[src/rtl/mem_access_if.sv]
// rtl/mem_access_if.sv - data bus bundle between the MEM stage and the memory slave
interface mem_access_if;
   logic        req;
   logic        we;
   logic [3:0]  sel;
   logic [31:0] addr;
   logic [31:0] wdata;
   logic [31:0] rdata;
   logic        ack;

   modport master (output req, we, sel, addr, wdata, input rdata, ack);
   modport slave  (input req, we, sel, addr, wdata, output rdata, ack);
endinterface

[src/rtl/mem_access.sv]
// rtl/mem_access.sv - MEM stage: load/store/LL/SC bus sequencing, load alignment, LLbit
// Optional bus timeout compiled in by defining MEM_BUS_TIMEOUT_EN.
module mem_access #(
   parameter int unsigned TIMEOUT_CYCLES = 255
) (
   input  logic        clk,
   input  logic        rst,
   input  logic [4:0]  mem_wd,
   input  logic        mem_wreg,
   input  logic [31:0] mem_wdata,
   input  logic        mem_whilo,
   input  logic [31:0] mem_hi,
   input  logic [31:0] mem_lo,
   input  logic [7:0]  mem_aluop,
   input  logic [31:0] mem_mem_addr,
   input  logic [31:0] mem_reg2,
   input  logic        mem_cp0_reg_we,
   input  logic [4:0]  mem_cp0_reg_write_addr,
   input  logic [31:0] mem_cp0_reg_data,
   input  logic [31:0] mem_excepttype,
   input  logic [31:0] mem_current_inst_address,
   input  logic        mem_is_in_delayslot,
   input  logic [7:0]  stall,
   input  logic        flush,
   mem_access_if.master dbus,
   output logic        stallreq,
   output logic [4:0]  wb_wd,
   output logic        wb_wreg,
   output logic [31:0] wb_wdata,
   output logic        wb_whilo,
   output logic [31:0] wb_hi,
   output logic [31:0] wb_lo,
   output logic        wb_cp0_reg_we,
   output logic [4:0]  wb_cp0_reg_write_addr,
   output logic [31:0] wb_cp0_reg_data,
   output logic [31:0] excepttype_o,
   output logic [31:0] current_inst_address_o,
   output logic        is_in_delayslot_o
);
   localparam logic [7:0] OP_LB  = 8'hE0;
   localparam logic [7:0] OP_LBU = 8'hE4;
   localparam logic [7:0] OP_LH  = 8'hE1;
   localparam logic [7:0] OP_LHU = 8'hE5;
   localparam logic [7:0] OP_LW  = 8'hE3;
   localparam logic [7:0] OP_LL  = 8'hF0;
   localparam logic [7:0] OP_SB  = 8'hE8;
   localparam logic [7:0] OP_SH  = 8'hE9;
   localparam logic [7:0] OP_SW  = 8'hEB;
   localparam logic [7:0] OP_SC  = 8'hF8;

   typedef enum logic [1:0] {S_IDLE, S_WAIT, S_DONE, S_DRAIN} state_t;
   state_t state, state_next;

   logic is_load, is_store, is_byte, is_half, is_signed, is_ll, is_sc;
   logic is_mem, is_word, fault, exc_in, sc_fail, start;
   logic req, stall_c, bus_err, use_bus_q, bus_timeout;
   logic llbit;
   logic [31:0] rdata_q;
   logic        we_q;
   logic [3:0]  sel_q, sel_c;
   logic [31:0] addr_q, wdata_q, wdata_c;
   logic [7:0]  byte_v;
   logic [15:0] half_v;
   logic [31:0] load_data;
   logic        sc_leave;
   logic        unused_stall;

   assign unused_stall = ^{stall[7], stall[5:0]};

   always_comb begin
      is_load   = 1'b0;
      is_store  = 1'b0;
      is_byte   = 1'b0;
      is_half   = 1'b0;
      is_signed = 1'b0;
      is_ll     = 1'b0;
      is_sc     = 1'b0;
      case (mem_aluop)
         OP_LB:  begin is_load = 1'b1; is_byte = 1'b1; is_signed = 1'b1; end
         OP_LBU: begin is_load = 1'b1; is_byte = 1'b1; end
         OP_LH:  begin is_load = 1'b1; is_half = 1'b1; is_signed = 1'b1; end
         OP_LHU: begin is_load = 1'b1; is_half = 1'b1; end
         OP_LW:  is_load = 1'b1;
         OP_LL:  begin is_load = 1'b1; is_ll = 1'b1; end
         OP_SB:  begin is_store = 1'b1; is_byte = 1'b1; end
         OP_SH:  begin is_store = 1'b1; is_half = 1'b1; end
         OP_SW:  is_store = 1'b1;
         OP_SC:  begin is_store = 1'b1; is_sc = 1'b1; end
         default: ;
      endcase
   end

   assign is_mem  = is_load | is_store;
   assign is_word = is_mem & ~is_byte & ~is_half;
   assign fault   = (is_half & mem_mem_addr[0]) | (is_word & (|mem_mem_addr[1:0]));
   assign exc_in  = |mem_excepttype;
   assign sc_fail = is_sc & ~llbit;
   assign start   = is_mem & ~fault & ~exc_in & ~sc_fail & ~flush;

   // Big-endian lanes: address 0 lives in bits [31:24].
   always_comb begin
      sel_c   = 4'b1111;
      wdata_c = mem_reg2;
      if (is_byte) begin
         sel_c   = 4'b1000 >> mem_mem_addr[1:0];
         wdata_c = {4{mem_reg2[7:0]}};
      end else if (is_half) begin
         sel_c   = mem_mem_addr[1] ? 4'b0011 : 4'b1100;
         wdata_c = {2{mem_reg2[15:0]}};
      end
   end

   assign byte_v = rdata_q[{~mem_mem_addr[1:0], 3'b000} +: 8];
   assign half_v = mem_mem_addr[1] ? rdata_q[15:0] : rdata_q[31:16];

   always_comb begin
      load_data = rdata_q;
      if (is_byte)
         load_data = {{24{is_signed & byte_v[7]}}, byte_v};
      else if (is_half)
         load_data = {{16{is_signed & half_v[15]}}, half_v};
   end

`ifdef MEM_BUS_TIMEOUT_EN
   logic [31:0] to_cnt;

   assign bus_timeout = ((state == S_WAIT) || (state == S_DRAIN)) && (to_cnt >= TIMEOUT_CYCLES);

   always_ff @(posedge clk) begin
      if (rst || (state_next != state))
         to_cnt <= 32'd0;
      else if ((state == S_WAIT) || (state == S_DRAIN))
         to_cnt <= to_cnt + 32'd1;
   end
`else
   localparam int unsigned unused_timeout = TIMEOUT_CYCLES;
   assign bus_timeout = 1'b0;
`endif

   always_ff @(posedge clk) begin
      if (rst)
         state <= S_IDLE;
      else
         state <= state_next;
   end

   // An ack always wins over a timeout, which in turn wins over a flush.
   always_comb begin
      state_next = state;
      req        = 1'b0;
      stall_c    = 1'b0;
      bus_err    = 1'b0;
      use_bus_q  = 1'b0;
      case (state)
         S_IDLE: begin
            if (start) begin
               req        = 1'b1;
               stall_c    = 1'b1;
               state_next = S_WAIT;
            end
         end
         S_WAIT, S_DRAIN: begin
            req       = 1'b1;
            stall_c   = 1'b1;
            use_bus_q = 1'b1;
            if (dbus.ack) begin
               state_next = (state == S_WAIT && !flush) ? S_DONE : S_IDLE;
            end else if (bus_timeout) begin
               req        = 1'b0;
               stall_c    = 1'b0;
               bus_err    = 1'b1;
               state_next = S_IDLE;
            end else if (flush) begin
               state_next = S_DRAIN;
            end
         end
         S_DONE: begin
            if (flush || !stall[6])
               state_next = S_IDLE;
         end
         default: state_next = S_IDLE;
      endcase
   end

   // An SC leaves the stage either straight from IDLE (no bus access) or from DONE.
   assign sc_leave = is_sc && !stall[6] && (((state == S_IDLE) && !start) || (state == S_DONE));

   always_ff @(posedge clk) begin
      if (rst) begin
         rdata_q <= 32'd0;
         llbit   <= 1'b0;
         we_q    <= 1'b0;
         sel_q   <= 4'd0;
         addr_q  <= 32'd0;
         wdata_q <= 32'd0;
      end else begin
         if ((state == S_IDLE) && start) begin
            we_q    <= is_store;
            sel_q   <= sel_c;
            addr_q  <= {mem_mem_addr[31:2], 2'b00};
            wdata_q <= wdata_c;
         end
         if ((state == S_WAIT) && dbus.ack && !flush)
            rdata_q <= dbus.rdata;
         if (flush)
            llbit <= 1'b0;
         else if ((state == S_WAIT) && dbus.ack && is_ll)
            llbit <= 1'b1;
         else if (sc_leave)
            llbit <= 1'b0;
      end
   end

   always_comb begin
      dbus.req               = 1'b0;
      dbus.we                = 1'b0;
      dbus.sel               = 4'd0;
      dbus.addr              = 32'd0;
      dbus.wdata             = 32'd0;
      stallreq               = 1'b0;
      wb_wd                  = 5'd0;
      wb_wreg                = 1'b0;
      wb_wdata               = 32'd0;
      wb_whilo               = 1'b0;
      wb_hi                  = 32'd0;
      wb_lo                  = 32'd0;
      wb_cp0_reg_we          = 1'b0;
      wb_cp0_reg_write_addr  = 5'd0;
      wb_cp0_reg_data        = 32'd0;
      excepttype_o           = 32'd0;
      current_inst_address_o = 32'd0;
      is_in_delayslot_o      = 1'b0;
      if (!rst) begin
         dbus.req = req;
         if (use_bus_q) begin
            dbus.we    = we_q;
            dbus.sel   = sel_q;
            dbus.addr  = addr_q;
            dbus.wdata = wdata_q;
         end else if (req) begin
            dbus.we    = is_store;
            dbus.sel   = sel_c;
            dbus.addr  = {mem_mem_addr[31:2], 2'b00};
            dbus.wdata = wdata_c;
         end
         stallreq              = stall_c;
         wb_wd                 = mem_wd;
         wb_wreg               = mem_wreg & ~(is_mem & (fault | exc_in)) & ~bus_err;
         wb_wdata              = mem_wdata;
         if (is_sc)
            wb_wdata = {31'd0, llbit};
         else if (is_load)
            wb_wdata = load_data;
         wb_whilo              = mem_whilo;
         wb_hi                 = mem_hi;
         wb_lo                 = mem_lo;
         wb_cp0_reg_we         = mem_cp0_reg_we;
         wb_cp0_reg_write_addr = mem_cp0_reg_write_addr;
         wb_cp0_reg_data       = mem_cp0_reg_data;
         excepttype_o          = mem_excepttype;
         excepttype_o[13]      = mem_excepttype[13] | (fault & is_load);
         excepttype_o[14]      = mem_excepttype[14] | (fault & is_store);
         excepttype_o[15]      = mem_excepttype[15] | bus_err;
         current_inst_address_o = mem_current_inst_address;
         is_in_delayslot_o     = mem_is_in_delayslot;
      end
   end
endmodule

[src/flat_wrapper.sv]
// flat-port wrapper written by rule: the top's interface ports become plain ports
module mem_access_flat 
#(
   parameter int unsigned TIMEOUT_CYCLES = 255
)
  (clk, rst, mem_wd, mem_wreg, mem_wdata, mem_whilo, mem_hi, mem_lo, mem_aluop, mem_mem_addr, mem_reg2, mem_cp0_reg_we, mem_cp0_reg_write_addr, mem_cp0_reg_data, mem_excepttype, mem_current_inst_address, mem_is_in_delayslot, stall, flush, stallreq, wb_wd, wb_wreg, wb_wdata, wb_whilo, wb_hi, wb_lo, wb_cp0_reg_we, wb_cp0_reg_write_addr, wb_cp0_reg_data, excepttype_o, current_inst_address_o, is_in_delayslot_o, dbus_req, dbus_we, dbus_sel, dbus_addr, dbus_wdata, dbus_rdata, dbus_ack);
  mem_access_if dbus_i ();
  input  logic clk;
  input  logic rst;
  input  logic [4:0] mem_wd;
  input  logic mem_wreg;
  input  logic [31:0] mem_wdata;
  input  logic mem_whilo;
  input  logic [31:0] mem_hi;
  input  logic [31:0] mem_lo;
  input  logic [7:0] mem_aluop;
  input  logic [31:0] mem_mem_addr;
  input  logic [31:0] mem_reg2;
  input  logic mem_cp0_reg_we;
  input  logic [4:0] mem_cp0_reg_write_addr;
  input  logic [31:0] mem_cp0_reg_data;
  input  logic [31:0] mem_excepttype;
  input  logic [31:0] mem_current_inst_address;
  input  logic mem_is_in_delayslot;
  input  logic [7:0] stall;
  input  logic flush;
  output logic stallreq;
  output logic [4:0] wb_wd;
  output logic wb_wreg;
  output logic [31:0] wb_wdata;
  output logic wb_whilo;
  output logic [31:0] wb_hi;
  output logic [31:0] wb_lo;
  output logic wb_cp0_reg_we;
  output logic [4:0] wb_cp0_reg_write_addr;
  output logic [31:0] wb_cp0_reg_data;
  output logic [31:0] excepttype_o;
  output logic [31:0] current_inst_address_o;
  output logic is_in_delayslot_o;
  output wire logic [$bits(dbus_i.req)-1:0] dbus_req;
  output wire logic [$bits(dbus_i.we)-1:0] dbus_we;
  output wire logic [$bits(dbus_i.sel)-1:0] dbus_sel;
  output wire logic [$bits(dbus_i.addr)-1:0] dbus_addr;
  output wire logic [$bits(dbus_i.wdata)-1:0] dbus_wdata;
  input wire logic [$bits(dbus_i.rdata)-1:0] dbus_rdata;
  input wire logic [$bits(dbus_i.ack)-1:0] dbus_ack;
  assign dbus_req = dbus_i.req;
  assign dbus_we = dbus_i.we;
  assign dbus_sel = dbus_i.sel;
  assign dbus_addr = dbus_i.addr;
  assign dbus_wdata = dbus_i.wdata;
  assign dbus_i.rdata = dbus_rdata;
  assign dbus_i.ack = dbus_ack;
  mem_access #(.TIMEOUT_CYCLES(TIMEOUT_CYCLES)) u_core (.clk(clk), .rst(rst), .mem_wd(mem_wd), .mem_wreg(mem_wreg), .mem_wdata(mem_wdata), .mem_whilo(mem_whilo), .mem_hi(mem_hi), .mem_lo(mem_lo), .mem_aluop(mem_aluop), .mem_mem_addr(mem_mem_addr), .mem_reg2(mem_reg2), .mem_cp0_reg_we(mem_cp0_reg_we), .mem_cp0_reg_write_addr(mem_cp0_reg_write_addr), .mem_cp0_reg_data(mem_cp0_reg_data), .mem_excepttype(mem_excepttype), .mem_current_inst_address(mem_current_inst_address), .mem_is_in_delayslot(mem_is_in_delayslot), .stall(stall), .flush(flush), .dbus(dbus_i), .stallreq(stallreq), .wb_wd(wb_wd), .wb_wreg(wb_wreg), .wb_wdata(wb_wdata), .wb_whilo(wb_whilo), .wb_hi(wb_hi), .wb_lo(wb_lo), .wb_cp0_reg_we(wb_cp0_reg_we), .wb_cp0_reg_write_addr(wb_cp0_reg_write_addr), .wb_cp0_reg_data(wb_cp0_reg_data), .excepttype_o(excepttype_o), .current_inst_address_o(current_inst_address_o), .is_in_delayslot_o(is_in_delayslot_o));
endmodule
[config.mk]
export PLATFORM = sky130hd
export DESIGN_NAME = mem_access_flat
export DESIGN_NICKNAME = d
export VERILOG_FILES = /design/src/rtl/mem_access_if.sv /design/src/rtl/mem_access.sv /design/src/flat_wrapper.sv
export SDC_FILE = /design/constraint.sdc
export NUM_CORES = 1
export LEC_CHECK = 0
export CAP_MARGIN = 40
export CORE_AREA = 2 2 232 234
export DETAILED_ROUTE_END_ITERATION = 8
export DIE_AREA = 0 0 234 236
export GPL_ROUTABILITY_DRIVEN = 0
export GPL_TIMING_DRIVEN = 0
export PLACE_DENSITY = 0.44
export SLEW_MARGIN = 30
export SYNTH_ARGS = -nofsm -noshare
export SYNTH_HDL_FRONTEND = slang
export SYNTH_SLANG_ARGS = --single-unit
export TNS_END_PERCENT = 20
[constraint.sdc]
create_clock -name clk -period 3.7 [get_ports clk]
set_input_delay 0.74 -clock clk [delete_from_list [all_inputs] [get_ports clk]]
set_output_delay 0.74 -clock clk [all_outputs]
set_load 0.005 [all_outputs]
==> impl_metrics.py <==
metrics = {
    "clocking": {
        "inserted_clock_buffers": 9,
        "tritoncts_clock_tree": "yes",
        "clock_path_buffers": 2,
        "cts_root_buffer": "clkbuf_16",
        "clk_latency_ns": 0.39,
        "clkSinkCount": 102,
        "ctsHoldBuffers": 0,
        "cts-htree-levels": 3,
        "cts.clk_slew.worst_paths_ns": 0.09,
    },
    "logic_synthesis": {
        "seq_area_frac_synth": 0.280,
        "postSynthAreaPerCell_sq_um": 7.24,
        "postSynth.topFlopCell": "dfxtp_1",
        "synth.top_cell.area_share": 0.280,
        "async_flop_share": 0,
        "synth_enable_flop_cells": 0,
        "ys_seq_elements": 102,
        "ys_top_cells_by_area": "dfxtp_1, nor2b_1, a21oi_1",
        "synth.cell_area_sq_um": 7290,
        "postSynthCellCount": 1007,
        "synthDominantAreaCellType": "dfxtp_1",
        "synth_cell_type_count": 49,
        "yosysWarningCount": 0,
    },
    "cells_and_area": {
        "area_occupied_by_multi_input_gates_sq_um": 5020,
        "final_net_count": 1945,
        "drive_above_1_share": 0.106,
        "area.sequential_sq_um": 2040,
        "finalCoreUtilization": 0.280,
        "fillerInstances": 5786,
        "layout.cells.most_common": "clkdlybuf4s50_1",
        "post-route-cell-area_sq_um": 14900,
        "area.growth.synth_to_final_pct": 104,
        "layout_common_cells": "clkdlybuf4s50_1, nor2b_1, nand2_1",
    },
    "worst_setup_path": {
        "critPathBufInv": 4,
        "crit_path_start_kind": "input port",
        "critPathMaxStageDelay_ns": 0.50,
        "cpLargestDelayFamily": "simple AND/OR/NAND/NOR gates",
        "worst-r2r-cell-count": 7,
        "worst-setup-path-type": "input port to primary output",
        "cp_slowest_cell": "clkdlybuf4s50_1",
        "worstSetupPathDepth": 9,
        "timing.critical_path.to_type": "primary output",
        "crit_required_ns": 2.96,
        "critical_path.cell_chain": "clkdlybuf4s15_2 -> nor4_4 -> and4_4 -> nand3_4 -> buf_12 -> nor3_4 -> buf_6 -> a22o_1 -> clkdlybuf4s50_1",
        "cp_data_arrival_time_ns": 3.02,
        "critPathMaxFanout": 10,
    },
    "place": {
        "place.port_buffers": 583,
        "placedInstanceArea_sq_um": 14000,
        "dp_hpwl_um": 45700,
    },
    "global_route": {
        "globalRouteTotalUtil": 0.190,
        "grt_remaining_overflow": 0,
        "grt_first_pass_wirelength_um": 74800,
        "first_global_vias": 10600,
        "grt_max_degree": 20,
        "antenna_violations_before_repair": 33,
    },
    "sta": {
        "timing.fmax_mhz": 266,
        "grt_setup_unrepaired": "yes",
        "postLayoutSetupSlackWorst_ns": -0.0611,
        "finalClockSkew_ns": 0.0182,
        "setup_violations": 3,
        "timing_hold_violations_final": 0,
        "headroom_to_the_max_slew_limit": 0.434,
        "min_period_over_period": 1.02,
        "worst_slew_pin_slew_ns": 0.843,
        "pins_over_slew_limit": 0,
        "layout_min_cycle_time_ns": 3.76,
    },
    "min_path": {
        "worstHoldPathCells": 2,
        "worst_hold_path_class": "flip-flop to flip-flop",
    },
    "floorplan": {
        "width_of_the_chip_um": 234,
        "die_y_um": 236,
        "placeableCoreArea_sq_um": 53100,
        "rows": 85,
        "total_die_area_sq_um": 55200,
        "top_level_ports": 599,
        "start_util": 0.137,
    },
    "routing": {
        "detail_route.wl_per_cell_um": 23.3,
        "dr.pass1.iters": 5,
        "route.vias.total": 10300,
        "final_antenna_net_count": 0,
        "postRouteWirelength_um": 54400,
        "drt-vias-per-instance": 4.42,
        "initialDrtViolationCount": 594,
        "remaining_drc_errors": 0,
    },
    "power": {
        "power_leakage_uw": 0.00554,
        "power_density_nw_per_um2": 209,
        "largest_vdd_supply_drop_uv": 231,
    },
    "flow_run": {
        "drv.max_cap_violation_count": 0,
    },
    "outcome": {
        "violations": "setup timing",
        "outcome": "finished with violations",
    },
}
==> cell families (layout without fill, tap and decap cells) <==
group / count (synthesis) / after routing / share of synthesized area
buffers and inverters: 112 / 732 / 0.0710
AO/OA/AOI/OAI: 303 / 303 / 0.263
other: 1 / 15 / 0.000514
multiplexers: 35 / 35 / 0.0621
AND/OR/NAND/NOR: 454 / 454 / 0.324
flip-flops: 102 / 102 / 0.280
==> cell usage after synthesis (11+ instances only) <==
cell type,count
nor2b_1,174
nand2_1,125
a21oi_1,118
dfxtp_1,102
o21ai_0,69
clkbuf_1,66
nand3_1,54
a22o_1,46
nor2_1,45
mux2i_1,25
buf_2,24
a211oi_1,22
nor3_1,20
o2bb2ai_1,16
o21ai_1,11
==> worst register-to-register path, stage by stage, from the launching register on <==
cell       delay, ns
dfxtp_1         0.33
inv_1           0.06
a2111oi_2       0.49
o311a_1         0.23
buf_6           0.15
clkbuf_1        0.47
a21oi_1         0.16
a211oi_1        0.25
==> per-stage QoR <==
stage,power (uW),cells,hold slack (ns),setup WS (ns),TNS [ns]
floorplan,1350,1008,0.446,0.631,0
global placement,2070,2287,0.462,-1.25,-98.84
detailed placement,2070,2287,0.469,-1.22,-97.48
CTS,3150,2323,0.481,-0.134,-0.439
global route,3220,2331,0.495,-0.0935,-0.319
finish,3110,2337,0.480,-0.0611,-0.146
==> per-layer routing <==
layer / up-vias / part of all wire / track usage
met1: 4973 / 0.37 / 0.205
li1: 4788 / - / -
met2: 472 / 0.52 / 0.351
met5: - / 0.0013 / 0
met3: 78 / 0.079 / 0.0554
met4: 12 / 0.028 / 0.0593
==> what timing repair did <==
item,in CTS,in global routing
setup endpoints to repair,159,53
buffers inserted,19,1
pin swaps,24,7
gates cloned,3,0
resized for setup,269,49
==> worst paths after layout <==
path,end,slack [ns],start
setup / recovery,dbus_addr[17],-0.06,mem_excepttype[25]
hold / removal,u_core.addr_q[15],0.48,u_core.addr_q[15]
setup reg to reg,u_core.wdata_q[13],1.49,u_core.llbit
hold reg to reg,u_core.addr_q[15],0.48,u_core.addr_q[15]
==> state kept, by name, summed over array words and instances (netlist names) <==
name / flops
u_core.addr_q: 30
u_core.llbit: 1
u_core.rdata_q: 32
u_core.sel_q: 4
u_core.state: 2
u_core.wdata_q: 32
u_core.we_q: 1
==> area by class of cell <==
type / instances / share of cell area
clock buffer: 9 / 0.0151
clock inverter: 7 / 0.00589
tap: 696 / 0.0586
antenna: 13 / 0.00219
buffer: 104 / 0.0422
sequential: 102 / 0.137
timing repair buffer: 606 / 0.399
inverter: 6 / 0.00151
multi-input combinational: 794 / 0.338
==> power by group <==
part	internal (uW)	switching (uW)	total [uW]
combinational	571	378	948
clock	541	527	1070
sequential	1100	0.00000000165	1100
Power figures use the tool's default switching activity.
